$ cat config.mk
export PLATFORM = sky130hd
export DESIGN_NAME = vector_uncons
export DESIGN_NICKNAME = d
export VERILOG_FILES = /design/src/rtl/vector_uncons_pkg.sv /design/src/rtl/vector_uncons_hold.sv /design/src/rtl/vector_uncons.sv
export SDC_FILE = /design/constraint.sdc
export NUM_CORES = 1
export LEC_CHECK = 0
export CAP_MARGIN = 20
export CORE_MARGIN = 5
export CORE_UTILIZATION = 50
export CTS_CLUSTER_SIZE = 10
export DETAILED_ROUTE_END_ITERATION = 6
export PLACE_DENSITY_LB_ADDON = 0.08
export SKIP_LAST_GASP = 1
export SLEW_MARGIN = 0
export SYNTH_ARGS = -nofsm -noshare
export SYNTH_HDL_FRONTEND = slang
export SYNTH_SLANG_ARGS = --single-unit
$ cat constraint.sdc
create_clock -name clk -period 7.7 [get_ports clk]
set_input_delay 1.54 -clock clk [delete_from_list [all_inputs] [get_ports clk]]
set_output_delay 1.54 -clock clk [all_outputs]
set_load 0.005 [all_outputs]
$ cat src/rtl/vector_uncons_pkg.sv
// Shared sizing, types and state encoding for the
// vector unconser datapath.
package vector_uncons_pkg;

  localparam int VEC_BYTES = 16;
  localparam int LEN_W     = 5;

  typedef logic [8*VEC_BYTES-1:0] vec_t;
  typedef logic [LEN_W-1:0]       len_t;

  localparam logic [0:0] ST_IDLE = 1'b0;
  localparam logic [0:0] ST_EMIT = 1'b1;

endpackage

$ cat src/rtl/vector_uncons_hold.sv
// Hold register for the vector being unconsed: load,
// head-byte shift and remaining-byte count.
module uncons_hold #(
  parameter int VEC_BYTES = 16,
  parameter int LEN_W     = 5
) (
  input  logic                   clk,
  input  logic                   rst,
  input  logic                   load,
  input  logic [8*VEC_BYTES-1:0] load_data,
  input  logic [LEN_W-1:0]       load_len,
  input  logic                   shift,
  output logic [7:0]             head,
  output logic [LEN_W-1:0]       count,
  output logic [0:0]             state
);
  import vector_uncons_pkg::*;

  localparam int VW = 8 * VEC_BYTES;

  logic [VW-1:0]    hold_q, hold_d;
  logic [LEN_W-1:0] cnt_q, cnt_d;
  logic             more;

  assign more = cnt_q > LEN_W'(1);

  // A load always wins over a shift of the final byte.
  always_comb begin
    hold_d = hold_q;
    cnt_d  = cnt_q;
    unique case (1'b1)
      load: begin
        hold_d = load_data;
        cnt_d  = load_len;
      end
      (!load && shift && more): begin
        hold_d = {hold_q[VW-9:0], 8'h00};
        cnt_d  = cnt_q - LEN_W'(1);
      end
      (!load && shift && !more): begin
        cnt_d = '0;
      end
      default: ;
    endcase
  end

  always_ff @(posedge clk or posedge rst) begin
    if (rst) begin
      hold_q <= '0;
      cnt_q  <= '0;
    end else begin
      hold_q <= hold_d;
      cnt_q  <= cnt_d;
    end
  end

  assign head  = hold_q[VW-1 -: 8];
  assign count = cnt_q;
  assign state = (cnt_q == '0) ? ST_IDLE : ST_EMIT;

endmodule

$ cat src/rtl/vector_uncons.sv
// Vector unconser: emits the held vector head-first, one byte
// per out handshake, with zero-bubble reload on the last byte.
module vector_uncons #(
  parameter int VEC_BYTES = 16,
  parameter int LEN_W     = 5
) (
  input  logic                   clk,
  input  logic                   rst,
  input  logic                   in_valid,
  output logic                   in_ready,
  input  logic [8*VEC_BYTES-1:0] in_data,
  input  logic [LEN_W-1:0]       in_len,
  output logic                   out_valid,
  input  logic                   out_ready,
  output logic [7:0]             out_byte,
  output logic                   out_last,
  output logic                   len_err,
  output logic [31:0]            vec_count
);
  import vector_uncons_pkg::*;

  logic             in_hs, out_hs;
  logic             len_ok, last;
  logic [LEN_W-1:0] count;
  logic [0:0]       state;
  logic [7:0]       head;

  logic        len_err_q, len_err_d;
  logic [31:0] vec_cnt_q, vec_cnt_d;

  uncons_hold #(
    .VEC_BYTES(VEC_BYTES),
    .LEN_W    (LEN_W)
  ) u_hold (
    .clk      (clk),
    .rst      (rst),
    .load     (in_hs && len_ok),
    .load_data(in_data),
    .load_len (in_len),
    .shift    (out_hs),
    .head     (head),
    .count    (count),
    .state    (state)
  );

  assign last      = count == LEN_W'(1);
  assign out_valid = state == ST_EMIT;
  assign out_byte  = head;
  assign out_last  = last;

  assign in_ready = !rst &&
    (!out_valid || (last && out_ready));

  assign in_hs  = in_valid && in_ready;
  assign out_hs = out_valid && out_ready;
  assign len_ok = (in_len != '0) &&
    (in_len <= LEN_W'(VEC_BYTES));

  always_comb begin
    len_err_d = in_hs && !len_ok;
    vec_cnt_d = vec_cnt_q;
    if (out_hs && last)
      vec_cnt_d = vec_cnt_q + 32'd1;
  end

  always_ff @(posedge clk or posedge rst) begin
    if (rst) begin
      len_err_q <= 1'b0;
      vec_cnt_q <= '0;
    end else begin
      len_err_q <= len_err_d;
      vec_cnt_q <= vec_cnt_d;
    end
  end

  assign len_err   = len_err_q;
  assign vec_count = vec_cnt_q;

endmodule

# Word-level counts from Yosys, hierarchy flattened
# Index checks and enable logic that the tools add are counted.
dict set report word_totals {
  regBits 166
  latchBits 0
  ram_bits 0
  mem_bits_ro 0
  inputBits 137
  output_inout_bits 44
  elab_cells 32
  memories 0
}
dict set report classes {
  n_addsub 2
  n_mul 0
  n_div 0
  order_cmp 2
  n_eq_ne 1
  n_shift 0
  n_mux 3
  bitwise 0
  n_reduce_logical 20
}
# operator n
set op_table {}
lappend op_table {{128-bit case mux with 2 select lines} 1}
lappend op_table {{32-bit by 1-bit adder with 32-bit output, second input constant} 1}
lappend op_table {{5-bit case mux with 3 select lines} 1}
lappend op_table {{1-bit logical AND} 11}
lappend op_table {{5-bit by 1-bit == test with 1-bit output, second input constant} 1}
lappend op_table {{5-bit by 1-bit > comparator with 1-bit output, second input constant} 1}
lappend op_table {{5-bit less-or-equal comparator, second input constant} 1}
lappend op_table {{5-bit logical NOT} 1}
lappend op_table {{5-bit nonzero test} 1}
lappend op_table {{5-bit by 1-bit subtractor with 5-bit output, second input constant} 1}
lappend op_table {{1-bit logical NOT} 4}
lappend op_table {{3-bit nonzero test} 1}
lappend op_table {{2-bit nonzero test} 1}
lappend op_table {{1-bit logical OR} 1}
lappend op_table {{1-bit 2-to-1 mux} 1}

# Depth between registers and ports, before layout
# Gate-level depths: netlist of the first run.
dict set report logic_depth {
  word_depth 10
  ltp_mapped 9
  mapped_depth_nobuf 6
}

# Hierarchy
# A second synthesis of the first run with hierarchy kept.
dict set report unflattened {
  hier_cells 913
  hier_area_um2 8678.3
}
# module instances cells_each area_each_um2 seq_area_each_um2
set by_module_without_submodules {}
lappend by_module_without_submodules {uncons_hold 1 758 6989.2 3328.2}
lappend by_module_without_submodules {vector_uncons 1 155 1689.1 825.8}

# Least setup slack after synthesis of the first run
# OpenSTA, ideal clock, no wires.
dict set report synth_timing {
  path_kind {input to output}
  start {in rst}
  end {out in_ready}
  t_arrival_ns 5.529
  required_time_ns 6.160
  setup_slack_ns 0.631
  path_stages 2
  n_path_buf 0
  path_cell_list {inv_1 -> and3_1}
}
dict set report synth_via {
  elab_chain_len 2
}
# item line
set synth_rtl {}
lappend synth_rtl {{start, declared} vector_uncons.sv:8} ;# input logic rst,
lappend synth_rtl {{1-bit logical NOT (no line)} n/a}
lappend synth_rtl {{1-bit logical AND} vector_uncons.sv:51} ;# assign in_ready = !rst &&
lappend synth_rtl {{end, declared} vector_uncons.sv:10} ;# output logic in_ready,
# No other way between the ends.

# Worst setup path after layout of the first run
# Same ends and word-level chain as after synthesis.

==> qor.yml, run 1 <==
synthesis:
  synth_cell_type_count: 37
  synthesis.area_sq_um: 7590
  yosys_warnings: 0
  yosysSeqAreaShare_pct: 54.7
  synth_top_cell_by_area: "dfrtp_1"
  post-synth-top-count-cell: "dfrtp_1"
  syn_nets: 774
  yosys-top-cells-area: "dfrtp_1 55%, a221o_1 16%, and3_1 11%"
  synthCells: 633
  synthTopCellsByCount: "166 x dfrtp_1, 133 x and3_1, 124 x a221o_1"
  ys_async_sr_fraction_pct: 100
  yosysTopAreaCellShare_pct: 54.7
  avgSynthCellArea_sq_um: 12.0
  synthFlopType: "dfrtp_1"
  synth-edff-count: 0
  synth-seq-cells: 166
clock_network:
  htree_levels: 4
  clockBufferDepth: 2
  cts_root_buffer: "clkbuf_16"
  cts_buffers: 17
  clk_latency_ps: 420
  cts_setup_buffers: 0
  path_clk_slew_ps: 60
  tritoncts: "done"
  holdBufCountCts: 0
  ctsResizeCount: 0
  clkSinkCount: 166
layout:
  drive_gt1_share_pct: 6.13
  final_area_sq_um: 10000
  instances_no_fill: 971
  fin_nets: 911
  syn_to_final_growth_pct: 31.7
  insertedDiodeCount: 0
worst_setup_path:
  timing.critical_path.buf_inv: 3
  path_delay_family: "buffers and inverters"
  worstPathMaxFanout: 52
  slowest_stage: "clkdlybuf4s50_1"
  max_stage_delay_ps: 510
  critical_path_arrival_ps: 3160
  worstSetupPathType: "input port to primary output"
  crit_path_start_kind: "input port"
  crit_path_end_kind: "primary output"
  crit_chain: "clkdlybuf4s50_1, inv_6, and3_1, clkdlybuf4s50_1"
  timing.critical_path.mode_cell: "clkdlybuf4s50_1"
  required_ps: 6160
timing:
  fin_hold_ws_ps: 474
  timing_hold_violations_final: 0
  fin_ws_ps: 3000
  finClkSkew_ps: 8.66
  final_max_slew_viol_count: 0
  period_share_pct: 61.1
  fin_tns_setup_ps: 0
  rsz0062_at_grt: "no"
  clock.fmax_mhz: 213
  worstMarginPinSlew_ps: 819
  setup_viol: 0
  relSlewSlack_pct: 45.4
  period_minus_slack_ps: 4700
floorplan:
  core_sq_um: 15000
  num_rows: 45
  fp.dieH_microns: 133
  num_io_pins: 181
  start_util_pct: 50.5
  die_area_sq_um: 17800
  die_w_microns: 133
pwr:
  switching_share_pct: 30.5
  p_switching_w: 0.000926
  ir_drop_uv: 168
  power_leakage_nw: 4.93
  power.density_nw_per_um2: 304
  seqPwrFrac_pct: 42.3
  p_comb_share_pct: 27.5
  clkPwrFrac_pct: 30.2
  internal_power_w: 0.00211
routing:
  routed_wl_mm: 19.7
  avgViaCountPerCell: 6.16
  route.detailed.drc: 0
  wire_per_inst_microns: 20.3
  detail-route-antenna-nets: 0
  firstDrtPassIters: 5
  num_vias: 5986
  drt_iter0_markers: 530
global_routing:
  antenna_found_initial: 0
  grt_pass1_vias: 6154
  gr-total-overflow: 0
  grt_max_degree: 136
  grt_usage_pct: 22.1
  grt_pass1_wl_mm: 31.7
placed_design:
  dp_hpwl_mm: 12.6
  placed_cells: 937
  dpl_cell_area_sq_um: 9310
  io_buffers: 180
  preCtsSetupSlack_ps: 2950
  place_congestion: 0.850
min_path:
  min_path_type: "flip-flop to flip-flop"
status:
  outcome: "finished, final reports clean"
flow_run:
  max-cap-violations: 0
-- registers in the layout, indices dropped and copies added, names as in the netlist --
name / cells
u_hold.count: 5
len_err: 1
u_hold.hold_q: 128
vec_count: 32
-- worst reg2reg max path: cells and delay by family (launching register included) --
kind            cells  cell delay (ps)
buf+inv             2              760
simple gates        1              660
fa+ha+maj           1              270
flops               1              390
compound gates      2              760
-- metrics by stage --
step | total power (W) | utilization (%)
finish | 0.00304 | 66.5
detailed placement | 0.00212 | 61.9
global placement | 0.00209 | 61.9
floorplan | 0.00188 | -
CTS | 0.00305 | 66.2
global route | 0.00319 | 66.5
-- worst paths after layout --
path                                 startpoint                  to  slack, ps  cells after the start
worst max-delay path                        rst            in_ready       3000                      4
worst min register to register    vec_count[31]       vec_count[31]        470                      1
worst min-delay path              vec_count[31]       vec_count[31]        470                      1
max in group asynchronous                   rst   u_hold.hold_q[83]       4320                      4
min in group asynchronous                   rst   u_hold.hold_q[50]       1550                      2
worst max register to register  u_hold.count[0]  u_hold.hold_q[125]       4780                      6
-- area by class of cell --
type                       count  area, sq um
fill                        1141         5030
sequential                   166         4150
multi-input combinational    388         3030
timing repair buffer         188         1900
clock buffer                  21          470
tap                          188          235
clock inverter                11          171
inverter                       9         38.8
-- cell families after synthesis --
logic type      synth area share (%)
xor+xnor                        3.91
flops                           54.7
compound gates                  17.8
mux                            0.148
fa+ha+maj                      0.659
buf+inv                         5.59
simple gates                    17.2
-- layer usage --
layer	track usage, %	routed length (microns)	vias to the layer above
li1	-	-	2741
met2	34.7	9580	223
met4	9.26	496	0
met3	4.34	986	40
met5	0	0	-
met1	30.3	8620	2982
-- power by group through the flow --
| stage | sequential [W] | combinational, W | clock (W) |
|---|---|---|---|
| after floorplan | 0.00123 | 0.000650 | 0 |
| final | 0.00128 | 0.000836 | 0.000917 |
| after global routing | 0.00131 | 0.000916 | 0.000969 |
| after CTS | 0.00128 | 0.000835 | 0.000930 |
| after global placement | 0.00129 | 0.000800 | 0 |
| after detailed placement | 0.00129 | 0.000830 | 0 |
-- cell usage in the layout (no fill, tap or decap), drive strengths merged, types with 5 or more instances in the layout --
cell type and n:
nand3 11, buf 8, nand2 16, nor4 10
xnor2 10, inv 10, a221o 124, nor3 14
clkbuf 21, and3 133, clkdlybuf4s50 180, and4 5
nor2 5, clkinv 5, a31o 8, dfrtp 166
xor2 23
(Power assumes the default switching activity.)
==> inputs of run 2 (changes only) <==
==> constraint.sdc (replaced) <==
create_clock -name clk -period 4.39 [get_ports clk]
set_input_delay 0.878 -clock clk [delete_from_list [all_inputs] [get_ports clk]]
set_output_delay 0.878 -clock clk [all_outputs]
set_load 0.005 [all_outputs]
==> run 2 against run 1 <==
  * Clock power is 61% higher
  * Utilization decreased by 0.39 points
  * Non-clock buffer count is the same
==> qor.yml, run 2 (synthesis gave the netlist of run 1 again) <==
status:
  outcome: "finished, final reports clean"
pwr:
  ir_drop_uv: 329
  power_leakage_nw: 4.89
  power.density_nw_per_um2: 525
floorplan:
  die_area_sq_um: 17800
  fp.dieH_microns: 133
  die_w_microns: 133
  core_sq_um: 15000
  num_io_pins: 181
  start_util_pct: 50.5
  num_rows: 45
global_routing:
  antenna_found_initial: 1
  grt_pass1_vias: 6130
  grt.busiest_layer: "met2"
  grt_max_degree: 167
  gr-total-overflow: 0
  met1_usage_pct: 30.8
  met3_usage_pct: 5.51
  grt_pass1_wl_mm: 32.2
  grt_use_met2_pct: 34.9
  grt_usage_pct: 22.3
placed_design:
  dp_hpwl_mm: 12.7
  place_congestion: 0.802
  preCtsSetupSlack_ps: 781
  io_buffers: 180
timing:
  worstMarginPinSlew_ps: 945
  fin_ws_ps: 1070
  rsz0062_at_grt: "no"
  finClkSkew_ps: 12.3
  setup_viol: 0
  period_minus_slack_ps: 3320
  period_share_pct: 75.6
  relSlewSlack_pct: 37.0
  timing_hold_violations_final: 0
  fin_hold_ws_ps: 489
  clock.fmax_mhz: 302
  final_max_slew_viol_count: 0
routing:
  avgViaCountPerCell: 6.16
  wire_per_inst_microns: 20.4
  detail-route-antenna-nets: 0
  routed_wl_mm: 19.8
  drt_iter0_markers: 478
  num_vias: 5978
  route.detailed.drc: 0
  firstDrtPassIters: 5
clock_network:
  ctsResizeCount: 0
  clkSinkCount: 166
  path_clk_slew_ps: 60
  cts_setup_buffers: 0
  cts_buffers: 17
  holdBufCountCts: 0
  tritoncts: "done"
  cts_root_buffer: "clkbuf_16"
  htree_levels: 4
  clockBufferDepth: 2
  clk_latency_ps: 420
layout:
  drive_gt1_share_pct: 6.13
  final_cell_mix: "180 x clkdlybuf4s50_1, 166 x dfrtp_1, 133 x and3_1, 124 x a221o_1, 23 x xor2_1"
  layout_commonest_cell: "clkdlybuf4s50_1"
  largest_reg_flops: 128
  insertedDiodeCount: 0
  fin_nets: 911
  syn_to_final_growth_pct: 31.0
  regMostFlops: "u_hold.hold_q"
worst_setup_path:
  rrSetupSlack_ps: 1650
  reg2reg_from: "u_hold.count[1]"
  rr_worst_depth: 7
  crit_path_start_kind: "input port"
  worstSetupPathType: "input port to primary output"
  worstPathMaxFanout: 10
  crit_path_end_kind: "primary output"
  critical_path_arrival_ps: 2440
  required_ps: 3510
  reg2reg_to: "u_hold.count[1]"
flow_run:
  max-cap-violations: 0
min_path:
  min_path_type: "flip-flop to flip-flop"
  holdPathEnd: "vec_count[31]"
  hp-start: "vec_count[31]"
  hold_depth: 1
-- run 2: changes by cell type in the layout (fill, tap and decap cells not counted), sizes merged --
cell / change
clkinvlp: +3
clkinv: +1
clkbuf: -2
bufinv: -2
-- run 2: worst max-delay path by stage --
stage | startpoint | end | slack (ps)
final | out_ready | in_ready | 1070
after global routing | out_ready | in_ready | 1040
after CTS | out_ready | in_ready | 1080
after detailed placement | out_ready | u_hold.hold_q[95] | 780
after global placement | out_ready | u_hold.hold_q[76] | 900
after floorplan | rst | u_hold.hold_q[36] | -340
-- run 2: layer usage --
layer	wire length (microns)	share of wire, %
met1	8860	45
met2	9480	48
met3	1120	5.7
met4	310	1.6
met5	13	0.066
-- run 2: final cells by class --
cell class / count / area (sq um)
Fill cell: 1140 / 5090
Clock buffer: 19 / 443
Inverter: 9 / 37.5
Sequential cell: 166 / 4150
Clock inverter: 13 / 149
Multi-Input combinational cell: 388 / 3030
Timing Repair Buffer: 188 / 1890
Tap cell: 188 / 235
-- run 2: critical path, stage by stage --
cell	delay, ps
clkdlybuf4s50_1	700
a21o_1	180
and3_1	170
clkdlybuf4s50_1	500
-- run 2: power by group --
group | internal, W | switching [W] | total [W]
clock network | 0.000859 | 0.000621 | 0.00148
logic | 0.000766 | 0.000713 | 0.00148
registers | 0.00195 | 0.000308 | 0.00226
-- run 2: through the flow --
step / setup TNS, ps / power (W) / instances / area (sq um) / util [%]
after floorplan: -35470 / 0.00332 / 633 / 7630 / -
after global placement: 0 / 0.00365 / 938 / 9330 / 62.0
after detailed placement: 0 / 0.00372 / 938 / 9330 / 62.0
after CTS: 0 / 0.00522 / 970 / 9920 / 66.0
after global routing: 0 / 0.00549 / 971 / 9940 / 66.2
final: 0 / 0.00522 / 971 / 9940 / 66.2
